`config.mk`:
```
export PLATFORM = sky130hd
export DESIGN_NAME = muldiv_seq
export DESIGN_NICKNAME = d
export VERILOG_FILES = /design/src/rtl/muldiv_pkg.sv /design/src/rtl/muldiv_sign_fix.sv /design/src/rtl/muldiv_seq.sv
export SDC_FILE = /design/constraint.sdc
export NUM_CORES = 1
export LEC_CHECK = 0
export ABC_AREA = 1
export ABC_CLOCK_PERIOD_IN_PS = 3470
export CELL_PAD_IN_SITES_DETAIL_PLACEMENT = 1
export CELL_PAD_IN_SITES_GLOBAL_PLACEMENT = 2
export CORE_MARGIN = 2
export CORE_UTILIZATION = 31
export DETAILED_ROUTE_END_ITERATION = 10
export DONT_BUFFER_PORTS = 1
export PLACE_DENSITY_LB_ADDON = 0.2
export SLEW_MARGIN = 20
export SYNTH_ARGS = -nofsm -noshare
export SYNTH_HDL_FRONTEND = slang
export SYNTH_SLANG_ARGS = --single-unit
```
`constraint.sdc`:
```
create_clock -name i_clk -period 3.47 [get_ports i_clk]
set_clock_uncertainty 0.1 [all_clocks]
set_input_delay 0.347 -clock i_clk [delete_from_list [all_inputs] [get_ports i_clk]]
set_output_delay 0.347 -clock i_clk [all_outputs]
set_load 0.01 [all_outputs]
```
`src/rtl/muldiv_pkg.sv`:
```
`default_nettype none
// ============================================================================
// Module      : muldiv_pkg
// Description : Shared op codes, FSM states and helpers for the RV32M sequencer.
// Revision    : 1.0 - initial release
// ============================================================================
package muldiv_pkg;

    localparam int XLEN = 32;

    localparam logic [4:0] OP_MUL    = 5'b01011;
    localparam logic [4:0] OP_MULH   = 5'b01100;
    localparam logic [4:0] OP_MULHSU = 5'b01101;
    localparam logic [4:0] OP_MULHU  = 5'b01110;
    localparam logic [4:0] OP_DIV    = 5'b01111;
    localparam logic [4:0] OP_DIVU   = 5'b10000;
    localparam logic [4:0] OP_REM    = 5'b10001;
    localparam logic [4:0] OP_REMU   = 5'b10010;

    typedef enum logic [1:0] {
        ST_IDLE = 2'd0,
        ST_CALC = 2'd1,
        ST_DONE = 2'd2
    } state_t;

    function automatic logic is_m_op(input logic [4:0] op);
        return (op >= OP_MUL) && (op <= OP_REMU);
    endfunction

    // DIV, DIVU, REM and REMU occupy the top of the M-op range.
    function automatic logic is_div_op(input logic [4:0] op);
        return (op >= OP_DIV) && (op <= OP_REMU);
    endfunction

endpackage
`default_nettype wire

```
`src/rtl/muldiv_sign_fix.sv`:
```
`default_nettype none
// ============================================================================
// Module      : muldiv_sign_fix
// Description : Operand magnitude/sign capture and result sign correction/select.
// Revision    : 1.0 - initial release
// ============================================================================
module muldiv_sign_fix
    import muldiv_pkg::*;
#(
    parameter int XLEN = 32
) (
    input  logic [4:0]        i_op,
    input  logic [XLEN-1:0]   i_operand_a,
    input  logic [XLEN-1:0]   i_operand_b,
    output logic [XLEN-1:0]   o_mag_a,
    output logic [XLEN-1:0]   o_mag_b,
    output logic              o_neg_res,
    output logic              o_neg_rem,
    input  logic [4:0]        i_op_q,
    input  logic              i_neg_res_q,
    input  logic              i_neg_rem_q,
    input  logic [2*XLEN-1:0] i_acc,
    output logic [XLEN-1:0]   o_result
);

    logic              w_sa;
    logic              w_sb;
    logic [2*XLEN-1:0] w_prod;
    logic [XLEN-1:0]   w_quot;
    logic [XLEN-1:0]   w_rem;

    always_comb begin
        w_sa = ((i_op == OP_MUL) || (i_op == OP_MULH) || (i_op == OP_MULHSU) ||
                (i_op == OP_DIV) || (i_op == OP_REM)) && i_operand_a[XLEN-1];
        w_sb = ((i_op == OP_MUL) || (i_op == OP_MULH) ||
                (i_op == OP_DIV) || (i_op == OP_REM)) && i_operand_b[XLEN-1];
        o_mag_a   = w_sa ? -i_operand_a : i_operand_a;
        o_mag_b   = w_sb ? -i_operand_b : i_operand_b;
        o_neg_res = w_sa ^ w_sb;
        o_neg_rem = w_sa;
    end

    // Divide packs {remainder, quotient}; multiply holds the full product.
    always_comb begin
        w_prod = i_neg_res_q ? -i_acc : i_acc;
        w_quot = i_neg_res_q ? -i_acc[XLEN-1:0] : i_acc[XLEN-1:0];
        w_rem  = i_neg_rem_q ? -i_acc[2*XLEN-1:XLEN] : i_acc[2*XLEN-1:XLEN];
        case (i_op_q)
            OP_MUL:                       o_result = w_prod[XLEN-1:0];
            OP_MULH, OP_MULHSU, OP_MULHU: o_result = w_prod[2*XLEN-1:XLEN];
            OP_DIV, OP_DIVU:              o_result = w_quot;
            default:                      o_result = w_rem;
        endcase
    end

endmodule
`default_nettype wire

```
`src/rtl/muldiv_seq.sv`:
```
`default_nettype none
// ============================================================================
// Module      : muldiv_seq
// Description : Multi-cycle RV32M multiply/divide sequencer (shift-add / restoring).
// Revision    : 1.0 - initial release
// ============================================================================
module muldiv_seq
    import muldiv_pkg::*;
#(
    parameter int XLEN  = 32,
    parameter int CNT_W = 5
) (
    input  logic            i_clk,
    input  logic            i_reset,
    input  logic            i_start,
    input  logic [4:0]      i_op,
    input  logic [XLEN-1:0] i_operand_a,
    input  logic [XLEN-1:0] i_operand_b,
    input  logic            i_flush,
    output logic            o_busy,
    output logic            o_stall,
    output logic            o_valid,
    output logic [XLEN-1:0] o_result
);

    state_t            r_state;
    state_t            w_state_next;
    logic [CNT_W-1:0]  r_cnt;
    logic [2*XLEN-1:0] r_acc;
    logic [XLEN-1:0]   r_opnd;
    logic [XLEN-1:0]   r_result;
    logic [4:0]        r_op;
    logic              r_neg_res;
    logic              r_neg_rem;

    logic              w_accept;
    logic              w_div_op;
    logic              w_rem_op;
    logic              w_b_zero;
    logic              w_ovf;
    logic              w_special;
    logic [XLEN-1:0]   w_special_result;
    logic [XLEN-1:0]   w_mag_a;
    logic [XLEN-1:0]   w_mag_b;
    logic              w_neg_res;
    logic              w_neg_rem;
    logic [XLEN:0]     w_sum;
    logic [XLEN:0]     w_rem_sh;
    logic              w_ge;
    logic [XLEN-1:0]   w_sub;
    logic [2*XLEN-1:0] w_acc_next;
    logic [XLEN-1:0]   w_fix_result;

    muldiv_sign_fix #(.XLEN(XLEN)) u_sign_fix (
        .i_op        (i_op),
        .i_operand_a (i_operand_a),
        .i_operand_b (i_operand_b),
        .o_mag_a     (w_mag_a),
        .o_mag_b     (w_mag_b),
        .o_neg_res   (w_neg_res),
        .o_neg_rem   (w_neg_rem),
        .i_op_q      (r_op),
        .i_neg_res_q (r_neg_res),
        .i_neg_rem_q (r_neg_rem),
        .i_acc       (w_acc_next),
        .o_result    (w_fix_result)
    );

    always_comb begin
        w_accept  = (r_state == ST_IDLE) && i_start && is_m_op(i_op) && !i_flush;
        w_div_op  = is_div_op(i_op);
        w_rem_op  = (i_op == OP_REM) || (i_op == OP_REMU);
        w_b_zero  = (i_operand_b == '0);
        w_ovf     = ((i_op == OP_DIV) || (i_op == OP_REM)) &&
                    (i_operand_a == {1'b1, {(XLEN-1){1'b0}}}) && (i_operand_b == '1);
        w_special = w_div_op && (w_b_zero || w_ovf);
        if (w_b_zero)
            w_special_result = w_rem_op ? i_operand_a : '1;
        else
            w_special_result = w_rem_op ? '0 : i_operand_a;
    end

    // One iteration step: shift-add for multiply, shift-subtract for divide.
    always_comb begin
        w_sum    = {1'b0, r_acc[2*XLEN-1:XLEN]} + {1'b0, (r_acc[0] ? r_opnd : {XLEN{1'b0}})};
        w_rem_sh = r_acc[2*XLEN-1:XLEN-1];
        w_ge     = (w_rem_sh >= {1'b0, r_opnd});
        w_sub    = w_rem_sh[XLEN-1:0] - r_opnd;
        if (is_div_op(r_op))
            w_acc_next = w_ge ? {w_sub, r_acc[XLEN-2:0], 1'b1}
                              : {w_rem_sh[XLEN-1:0], r_acc[XLEN-2:0], 1'b0};
        else
            w_acc_next = {w_sum, r_acc[XLEN-1:1]};
    end

    always_comb begin
        w_state_next = r_state;
        case (r_state)
            ST_IDLE: if (w_accept) w_state_next = w_special ? ST_DONE : ST_CALC;
            ST_CALC: begin
                if (i_flush)             w_state_next = ST_IDLE;
                else if (r_cnt == '0)    w_state_next = ST_DONE;
            end
            ST_DONE: w_state_next = ST_IDLE;
            default: w_state_next = ST_IDLE;
        endcase
    end

    always_ff @(posedge i_clk) begin
        if (i_reset) r_state <= ST_IDLE;
        else         r_state <= w_state_next;
    end

    always_ff @(posedge i_clk) begin
        if (i_reset) begin
            r_cnt     <= '0;
            r_acc     <= '0;
            r_opnd    <= '0;
            r_result  <= '0;
            r_op      <= '0;
            r_neg_res <= 1'b0;
            r_neg_rem <= 1'b0;
        end else begin
            case (r_state)
                ST_IDLE: begin
                    if (w_accept) begin
                        r_op      <= i_op;
                        r_neg_res <= w_neg_res;
                        r_neg_rem <= w_neg_rem;
                        r_cnt     <= '1;
                        if (w_div_op) begin
                            r_acc  <= {{XLEN{1'b0}}, w_mag_a};
                            r_opnd <= w_mag_b;
                        end else begin
                            r_acc  <= {{XLEN{1'b0}}, w_mag_b};
                            r_opnd <= w_mag_a;
                        end
                        if (w_special) r_result <= w_special_result;
                    end
                end
                ST_CALC: begin
                    if (!i_flush) begin
                        r_acc <= w_acc_next;
                        r_cnt <= r_cnt - CNT_W'(1);
                        if (r_cnt == '0) r_result <= w_fix_result;
                    end
                end
                default: ;
            endcase
        end
    end

    assign o_busy   = (r_state != ST_IDLE);
    assign o_stall  = w_accept || (r_state == ST_CALC);
    assign o_valid  = (r_state == ST_DONE) && !i_flush;
    assign o_result = r_result;

endmodule
`default_nettype wire

```
== Yosys cells after proc, flatten, opt, wreduce, memory -nomap -nowiden ==
Index checks and enable logic that the tools add are counted.

* Register bits after elaboration: 142
* Input bits: 73
* Output and inout bits: 35
* Word-level logic and storage cells: 108

* Add/subtract/negate cells: 8
* $lt $le $gt $ge: 6
* Equal/unequal tests: 21
* Muxes and demuxes: 30
* Bitwise logic cells: 1
* Reductions and logical operators: 34

{| class="wikitable"
|+ Operators by type and width
! cell !! count
|-
| 2-to-1 mux 32 bit || 14
|-
| 2-to-1 mux 64 bit || 5
|-
| negation 32 bit || 4
|-
| case mux 64 bit (2 select lines) || 1
|-
| case mux 32 bit (3 select lines) || 1
|-
| equality test 32 bit (second input constant) || 2
|-
| negation 64 bit || 1
|-
| case mux 32 bit (2 select lines) || 1
|-
| equality test 5 x 4 -> 1 bit (second input constant) || 9
|-
| adder 32 x 32 -> 33 bit || 1
|-
| greater-or-equal comparator 33 x 32 -> 1 bit || 1
|-
| logical NOT 32 bit || 1
|-
| subtractor 32 bit || 1
|-
| equality test 5 bit (second input constant) || 3
|-
| greater-or-equal comparator 5 x 4 -> 1 bit (second input constant) || 3
|-
| logical AND 1 bit || 12
|-
| <= comparator 5 bit (second input constant) || 2
|-
| logical OR 1 bit || 10
|-
| 2-to-1 mux 5 bit || 2
|-
| case mux 5 bit (2 select lines) || 1
|-
| 2-to-1 mux 2 bit || 4
|-
| inequality test 2 bit (second input constant) || 4
|-
| logical NOT 5 bit || 1
|-
| AND reduction 5 bit || 1
|-
| other kinds (13) || 15
|}

== Longest topological paths before layout ==
* Depth in word-level cells: 10
* Depth in mapped cells: 31
* Depth with buffers taken out: 29

== By module ==
Synthesis repeated with hierarchy kept, for this count alone.

* Cells, all modules: 3,557
* Area, all modules: 18,960.7 µm²

{| class="wikitable"
|+ Modules (own cells, without submodules)
! module !! instances !! cells an instance !! area an instance (µm²) !! seq. area each (µm²)
|-
| muldiv_seq || 1 || 2,394 || 13,359.1 || 2,842.7
|-
| muldiv_sign_fix || 1 || 1,163 || 5,601.6 || 0.0
|}

== Worst setup path after synthesis ==
OpenSTA, ideal clock, no wires.

* Path type: register to register
* Start point: register r_acc[0]
* End point: register r_result[23], in the netlist o_result[23]
* Library setup time: 0.122 ns
* Data arrival time: 3.421 ns
* Required time: 3.248 ns
* Setup slack: -0.172 ns
* Stages on the path, launching flop included: 30
* Path buffers: 2
* Clock period less this slack: 3.642 ns
* Path through: dfxtp_1 -> clkbuf_1 -> clkbuf_1 -> nand2_1 -> inv_1 -> ha_1 -> inv_1 -> fa_1 -> inv_1 -> nand2_1 -> o21ai_0 -> nand2_1 -> nand2_1 -> nand2_1 -> nand2_1 -> a21oi_1 -> o21ai_0 -> nand3_2 -> nand2_1 -> inv_1 -> nand3_1 -> nor2_1 -> nand2_1 -> nand2_1 -> nand2_1 -> nand2_1 -> o21ai_1 -> inv_1 -> nand2_1 -> a21oi_2

* Longest elaborated chain between the ends: 9
* Elaborated cells between the ends (all ways): 14
* Classes of those cells: add/sub: 4; mux: 10

{| class="wikitable"
|+ RTL lines
! what !! line !! text
|-
| start, declared || muldiv_seq.sv:29 || <nowiki>logic [2*XLEN-1:0] r_acc;</nowiki>
|-
| start signal, assigned || muldiv_seq.sv:132 || <nowiki>r_acc <= {{XLEN{1'b0}}, w_mag_a};</nowiki>
|-
| start signal, assigned || muldiv_seq.sv:135 || <nowiki>r_acc <= {{XLEN{1'b0}}, w_mag_b};</nowiki>
|-
| start signal, assigned || muldiv_seq.sv:143 || <nowiki>r_acc <= w_acc_next;</nowiki>
|-
| 2-to-1 mux 32 bit || muldiv_seq.sv:85 || <nowiki>w_sum = {1'b0, r_acc[2*XLEN-1:XLEN]} + {1'b0, (r_acc[0] ? r_opnd : {XLEN{1'b0}})};</nowiki>
|-
| adder 32 x 32 -> 33 bit || muldiv_seq.sv:85 ||
|-
| 2-to-1 mux 64 bit * || muldiv_seq.sv:89 || <nowiki>if (is_div_op(r_op))</nowiki>
|-
| negation 64 bit or negation 32 bit (tied branches) || muldiv_sign_fix.sv:45, muldiv_sign_fix.sv:47 ||
|-
| 2-to-1 mux 64 bit or 2-to-1 mux 32 bit (tied branches) || muldiv_sign_fix.sv:45, muldiv_sign_fix.sv:47 ||
|-
| case mux 32 bit (3 select lines) * || muldiv_sign_fix.sv:48 || <nowiki>case (i_op_q)</nowiki>
|-
| 2-to-1 mux 32 bit * || muldiv_seq.sv:145 || <nowiki>if (r_cnt == '0) r_result <= w_fix_result;</nowiki>
|-
| 2-to-1 mux 32 bit * || muldiv_seq.sv:142 || <nowiki>if (!i_flush) begin</nowiki>
|-
| case mux 32 bit (2 select lines) * || muldiv_seq.sv:124 || <nowiki>case (r_state)</nowiki>
|-
| end signal, assigned || muldiv_seq.sv:138 || <nowiki>if (w_special) r_result <= w_special_result;</nowiki>
|-
| end signal, assigned || muldiv_seq.sv:145 ||
|-
| end, declared || muldiv_seq.sv:31 || <nowiki>logic [XLEN-1:0] r_result;</nowiki>
|}

Mark *: on every way between the ends. The rest lies on a longest branch, timed or not. The select of a mux whose other input is x is not followed.
A chain may end at the register's enable or synchronous reset.

== Worst setup path in the final report ==
* Start point: register r_opnd[13]
* End point: register r_result[19], in the netlist o_result[19]

* Longest elaborated chain between the ends: 9
* Elaborated cells between the ends (all ways): 16
* Classes of those cells: add/sub: 5; order compare: 1; mux: 10

{| class="wikitable"
|+ RTL lines
! what !! line !! text
|-
| start, declared || muldiv_seq.sv:30 || <nowiki>logic [XLEN-1:0] r_opnd;</nowiki>
|-
| start signal, assigned || muldiv_seq.sv:133 || <nowiki>r_opnd <= w_mag_b;</nowiki>
|-
| start signal, assigned || muldiv_seq.sv:136 || <nowiki>r_opnd <= w_mag_a;</nowiki>
|-
| 2-to-1 mux 32 bit (tied with other cells) || muldiv_seq.sv:85 ||
|-
| adder 32 x 32 -> 33 bit or 2-to-1 mux 64 bit (tied branches) || muldiv_seq.sv:85, muldiv_seq.sv:90 ||
|-
| 2-to-1 mux 64 bit * || muldiv_seq.sv:89 ||
|-
| negation 64 bit (tied with other cells) || muldiv_sign_fix.sv:45 || <nowiki>w_prod = i_neg_res_q ? -i_acc : i_acc;</nowiki>
|-
| 2-to-1 mux 64 bit (tied with other cells) || muldiv_sign_fix.sv:45 ||
|-
| case mux 32 bit (3 select lines) * || muldiv_sign_fix.sv:48 ||
|-
| 2-to-1 mux 32 bit * || muldiv_seq.sv:145 ||
|-
| 2-to-1 mux 32 bit * || muldiv_seq.sv:142 ||
|-
| case mux 32 bit (2 select lines) * || muldiv_seq.sv:124 ||
|}

Marks and branches as above.

==> metrics.csv <==
stage;metric;value;unit
timing;tightestPinTransition;881;ps
place;dp_hpwl;84.7;mm
clocking;cts.sink_count;142;
place;place.port_buffers;0;
clocking;cts_buffers;17;
flow_run;maxCapViolCount;0;
yosys;synth_most_common_cell;sky130_fd_sc_hd__nand2_1;
die;die_h;244;um
critical_path;timing.critical_path.from_type;flop;
critical_path;critPathRequiredTime;3760;ps
timing;timing.final.ws_setup;-313;ps
yosys;synth_top_flop_cell;sky130_fd_sc_hd__dfxtp_1;
finish;fill_cells;7390;
detailed_routing;totalWireLength;112;mm
finish;finalNetCount;3991;
place;placement.cell_area;0.0227;mm2
yosys;synth-async-reset-ratio;0;%
die;row_count;87;
clocking;worst_skew_pair.late_latency;510;ps
place;number_of_instances_in_the_placed_design;4415;
detailed_routing;detail_route.wl_per_cell;24.3;um
critical_path;worst_r2r_path_depth;24;
yosys;synthSimpleGateAreaFrac;39.7;%
critical_path;worst-setup-path-type;flop to flop;
critical_path;worst_r2r_startpoint;r_opnd[13]$_SDFFE_PP0P_;
clocking;cts_max_level;4;
detailed_routing;starting_drt_drc_count;1682;
yosys;post_synth_fa_ha_maj_area_fraction;5.32;%
finish;fraction_of_layout_instances_using_a_drive_strength_above_1;38.6;%
critical_path;worstSetupStartpoint;r_opnd[13]$_SDFFE_PP0P_;
finish;area.sequential;0.00296;mm2
critical_path;setup.worst_path.end;o_result[19]$_SDFFE_PP0P_;
critical_path;crit_path_max_fanout;8;
timing;hold_viol_final;0;
timing;timing.final.crit_period;3780;ps
timing;grt_setup_unrepaired;true;
yosys;ys_seq_elements;142;
yosys;synth_commonest_cells;sky130_fd_sc_hd__nand2_1, sky130_fd_sc_hd__inv_1, sky130_fd_sc_hd__a21oi_1;
critical_path;reg2reg_setup_slack;-310;ps
place;post-place-ws;-730;ps
yosys;synth.lib_cells_used.distinct;63;
timing;finalSetupViolations;33;
power;leakagePower;0.0135;uW
critical_path;r2r-end;o_result[19]$_SDFFE_PP0P_;
yosys;synth_sequential_area_ratio;16.0;%
yosys;dominant_combinational_cell_family_by_area_after_synthesis;simple AND/OR/NAND/NOR gates;
grt;largest_net_degree_at_the_start_of_global_routing;79;
die;boundaryPins;108;
power;cellPowerDensity;278;mW/mm2
die;die_outline_area;0.0594;mm2
finish;finalNonFillerCells;4617;
grt;grt_antenna_before_repair;7;
hold_path;cell_count_of_the_worst_hold_path;3;
finish;combined_area_of_the_multi_input_logic_cells;0.0160;mm2
timing;timing.slew.headroom;41.0;%
detailed_routing;vias_per_cell;5.47;
detailed_routing;first_pass_iters;7;
yosys;netlist_instances;3203;
yosys;synth_warnings;0;
yosys;synthesis.nets;3349;
hold_path;worst_hold_path_type;input port to flop;
finish;finalInstanceArea;0.0284;mm2
yosys;synth.avg_cell_area;5.56;um2
place;place.gp.congestion;0.981;
status;failing_checks;negative setup slack;
timing;number_of_pins_with_negative_max_slew_slack_in_the_final_report;0;
clocking;clk_pin_slew;80;ps
die;floorplan.core_area;0.0566;mm2
power;ir_worst_vdd;414;uV
grt;grt_pass1_wl;159;mm
detailed_routing;post-route-drc-count;0;
yosys;synth_top_cell_area_share;19.6;%
grt;grt_use_total;35.8;%
yosys;synthesized_area;0.0178;mm2
die;die_width;244;um
critical_path;setup.worst_path.end_class;flop;
detailed_routing;final_antenna_net_count;0;
finish;layout-area-overhead-vs-synth;59.7;%
clocking;cts-root-buf;sky130_fd_sc_hd__clkbuf_16;
grt;grt-ovfl-total;0;
timing;maximum_clock_frequency;0.264;GHz
detailed_routing;vias;25262;
status;status;finished with violations;
critical_path;cp.arrival;4070;ps
clocking;tritoncts;built;
timing;final_period_util;109;%
yosys;synth_compound_gate_area_share;22.0;%
clocking;max-clock-path-buffers;2;
grt;number_of_global_route_vias_before_repair;25726;
die;starting_density_of_the_core;31.5;%
yosys;count_of_flip_flops_with_a_built_in_enable_after_synthesis;0;
yosys;synth-xor-area-share;3.98;%
yosys;synth_top_cell_by_area;sky130_fd_sc_hd__nand2_1;
yosys;ys_top_cells_by_area;sky130_fd_sc_hd__nand2_1, sky130_fd_sc_hd__dfxtp_1, sky130_fd_sc_hd__inv_1;
yosys;synth.mux.area_fraction;0;%
[where the power goes]
group          leakage (uW)  internal (uW)  switching [uW]  total, uW
Sequential          0.00118           1670            42.7       1710
Clock              0.000311           1120            1020       2140
Combinational        0.0121           1630            2430       4050
Total                0.0135           4420            3490       7910
[sequential cells by signal, indices dropped and copies added, names as in the netlist]
register	cells
r_op	5
r_acc	64
r_cnt	5
o_result	32
r_neg_rem	1
r_opnd	32
r_state	2
r_neg_res	1
[area by class of cell]
type                    count  share of cell area (%)
clock buffers              18                    1.54
flip-flops and latches    142                    10.4
multi-input cells        2487                    56.2
inverters                 449                    5.98
clock inverters            14                   0.677
well taps                 756                    3.33
diodes                      3                  0.0264
repair buffers            748                    21.8
[metal layers]
layer	global-route usage, %	vias to the layer above	share of wire (%)
li1	-	11720	-
met1	41.1	12338	39
met2	61.9	875	47
met3	4.16	329	5.3
met4	24.6	0	8.3
met5	0	-	0
[worst min-delay path by stage]
stage,from,end,slack [ps]
5_1_grt,i_operand_b[12],r_acc[12]$_SDFFE_PP0P_,70
3_3_place_gp,i_reset,r_cnt[4]$_SDFFE_PP0P_,330
2_1_floorplan,r_cnt[0]$_SDFFE_PP0P_,r_cnt[0]$_SDFFE_PP0P_,320
3_5_place_dp,i_reset,r_state[1]$_SDFFE_PP0P_,330
6_report,i_operand_b[12],r_acc[12]$_SDFFE_PP0P_,70
4_1_cts,i_operand_a[14],o_result[14]$_SDFFE_PP0P_,50
[placed cells by master (no fill, tap or decap), types with 13 or more instances in the layout]
cell type / n
sky130_fd_sc_hd__dfxtp_2: 47
sky130_fd_sc_hd__a21oi_4: 16
sky130_fd_sc_hd__buf_12: 18
sky130_fd_sc_hd__xor2_1: 62
sky130_fd_sc_hd__dfxtp_4: 15
sky130_fd_sc_hd__buf_6: 34
sky130_fd_sc_hd__inv_1: 374
sky130_fd_sc_hd__nand3_1: 132
sky130_fd_sc_hd__nor2_4: 70
sky130_fd_sc_hd__buf_4: 634
sky130_fd_sc_hd__nand3_4: 26
sky130_fd_sc_hd__a21oi_2: 48
sky130_fd_sc_hd__inv_2: 68
sky130_fd_sc_hd__nand2_1: 749
sky130_fd_sc_hd__o21ai_2: 46
sky130_fd_sc_hd__ha_4: 60
sky130_fd_sc_hd__nand3_2: 53
sky130_fd_sc_hd__a21oi_1: 246
sky130_fd_sc_hd__xnor2_1: 16
sky130_fd_sc_hd__nor2_2: 41
sky130_fd_sc_hd__a31oi_1: 14
sky130_fd_sc_hd__clkbuf_16: 20
sky130_fd_sc_hd__a221oi_1: 13
sky130_fd_sc_hd__nand2_2: 147
sky130_fd_sc_hd__nand4_1: 54
sky130_fd_sc_hd__o211ai_1: 47
sky130_fd_sc_hd__nand2_4: 59
sky130_fd_sc_hd__o21ai_0: 157
sky130_fd_sc_hd__dlygate4sd3_1: 56
sky130_fd_sc_hd__nor3_1: 26
sky130_fd_sc_hd__dfxtp_1: 80
sky130_fd_sc_hd__o21bai_1: 13
sky130_fd_sc_hd__nor2_1: 203
sky130_fd_sc_hd__o21ai_1: 49
sky130_fd_sc_hd__nand3b_1: 25
[critical path: stages, from the launching register on]
cell	delay, ps
sky130_fd_sc_hd__dfxtp_1	370
sky130_fd_sc_hd__inv_1	110
sky130_fd_sc_hd__ha_4	320
sky130_fd_sc_hd__nand2_2	90
sky130_fd_sc_hd__nor2_4	180
sky130_fd_sc_hd__inv_2	70
sky130_fd_sc_hd__o21bai_4	150
sky130_fd_sc_hd__inv_2	70
sky130_fd_sc_hd__nand2_4	90
sky130_fd_sc_hd__nand2_8	90
sky130_fd_sc_hd__buf_12	140
sky130_fd_sc_hd__nand2_8	90
sky130_fd_sc_hd__o211ai_1	260
sky130_fd_sc_hd__nand3_4	240
sky130_fd_sc_hd__nand2_2	110
sky130_fd_sc_hd__inv_1	160
sky130_fd_sc_hd__nand2_2	100
sky130_fd_sc_hd__nor2_4	150
sky130_fd_sc_hd__nand4_1	170
sky130_fd_sc_hd__nand3_1	130
sky130_fd_sc_hd__nand2_1	50
sky130_fd_sc_hd__nor2_1	110
sky130_fd_sc_hd__nor2_1	50
sky130_fd_sc_hd__nand2_1	170
sky130_fd_sc_hd__a21oi_1	80
[what timing repair did]
action                                  4_1_cts  5_1_grt
endpoints found under the setup margin       32       46
resized for setup                           520      407
hold buffers                                 59        1
setup buffers                                42       66
pin swaps                                   112      161
cloned                                        3        3
endpoints found under the hold margin       100        3
[through the flow]
stage               total power (uW)  hold slack, ps  util [%]  setup TNS [ps]
floorplan                       3400             322         -               0
global placement                4650             329      40.0          -15560
detailed placement              4710             333      40.0          -19130
CTS                             7310            48.3      46.6           -2750
global route                    8240            68.8      50.2          -10240
finish                          7910            72.0      50.3           -5600
[logic make-up (layout without fill, tap and decap cells)]
family	count (synthesis)	in the layout
other	0	3
xor gates and xnor gates	81	81
adders and majority gates	75	75
buffers and inverters	576	1229
AOI/OAI and AO/OA	697	697
DFF	142	142
and+or+nand+nor	1632	1634
Note: power is estimated with default switching activity, not from simulation.
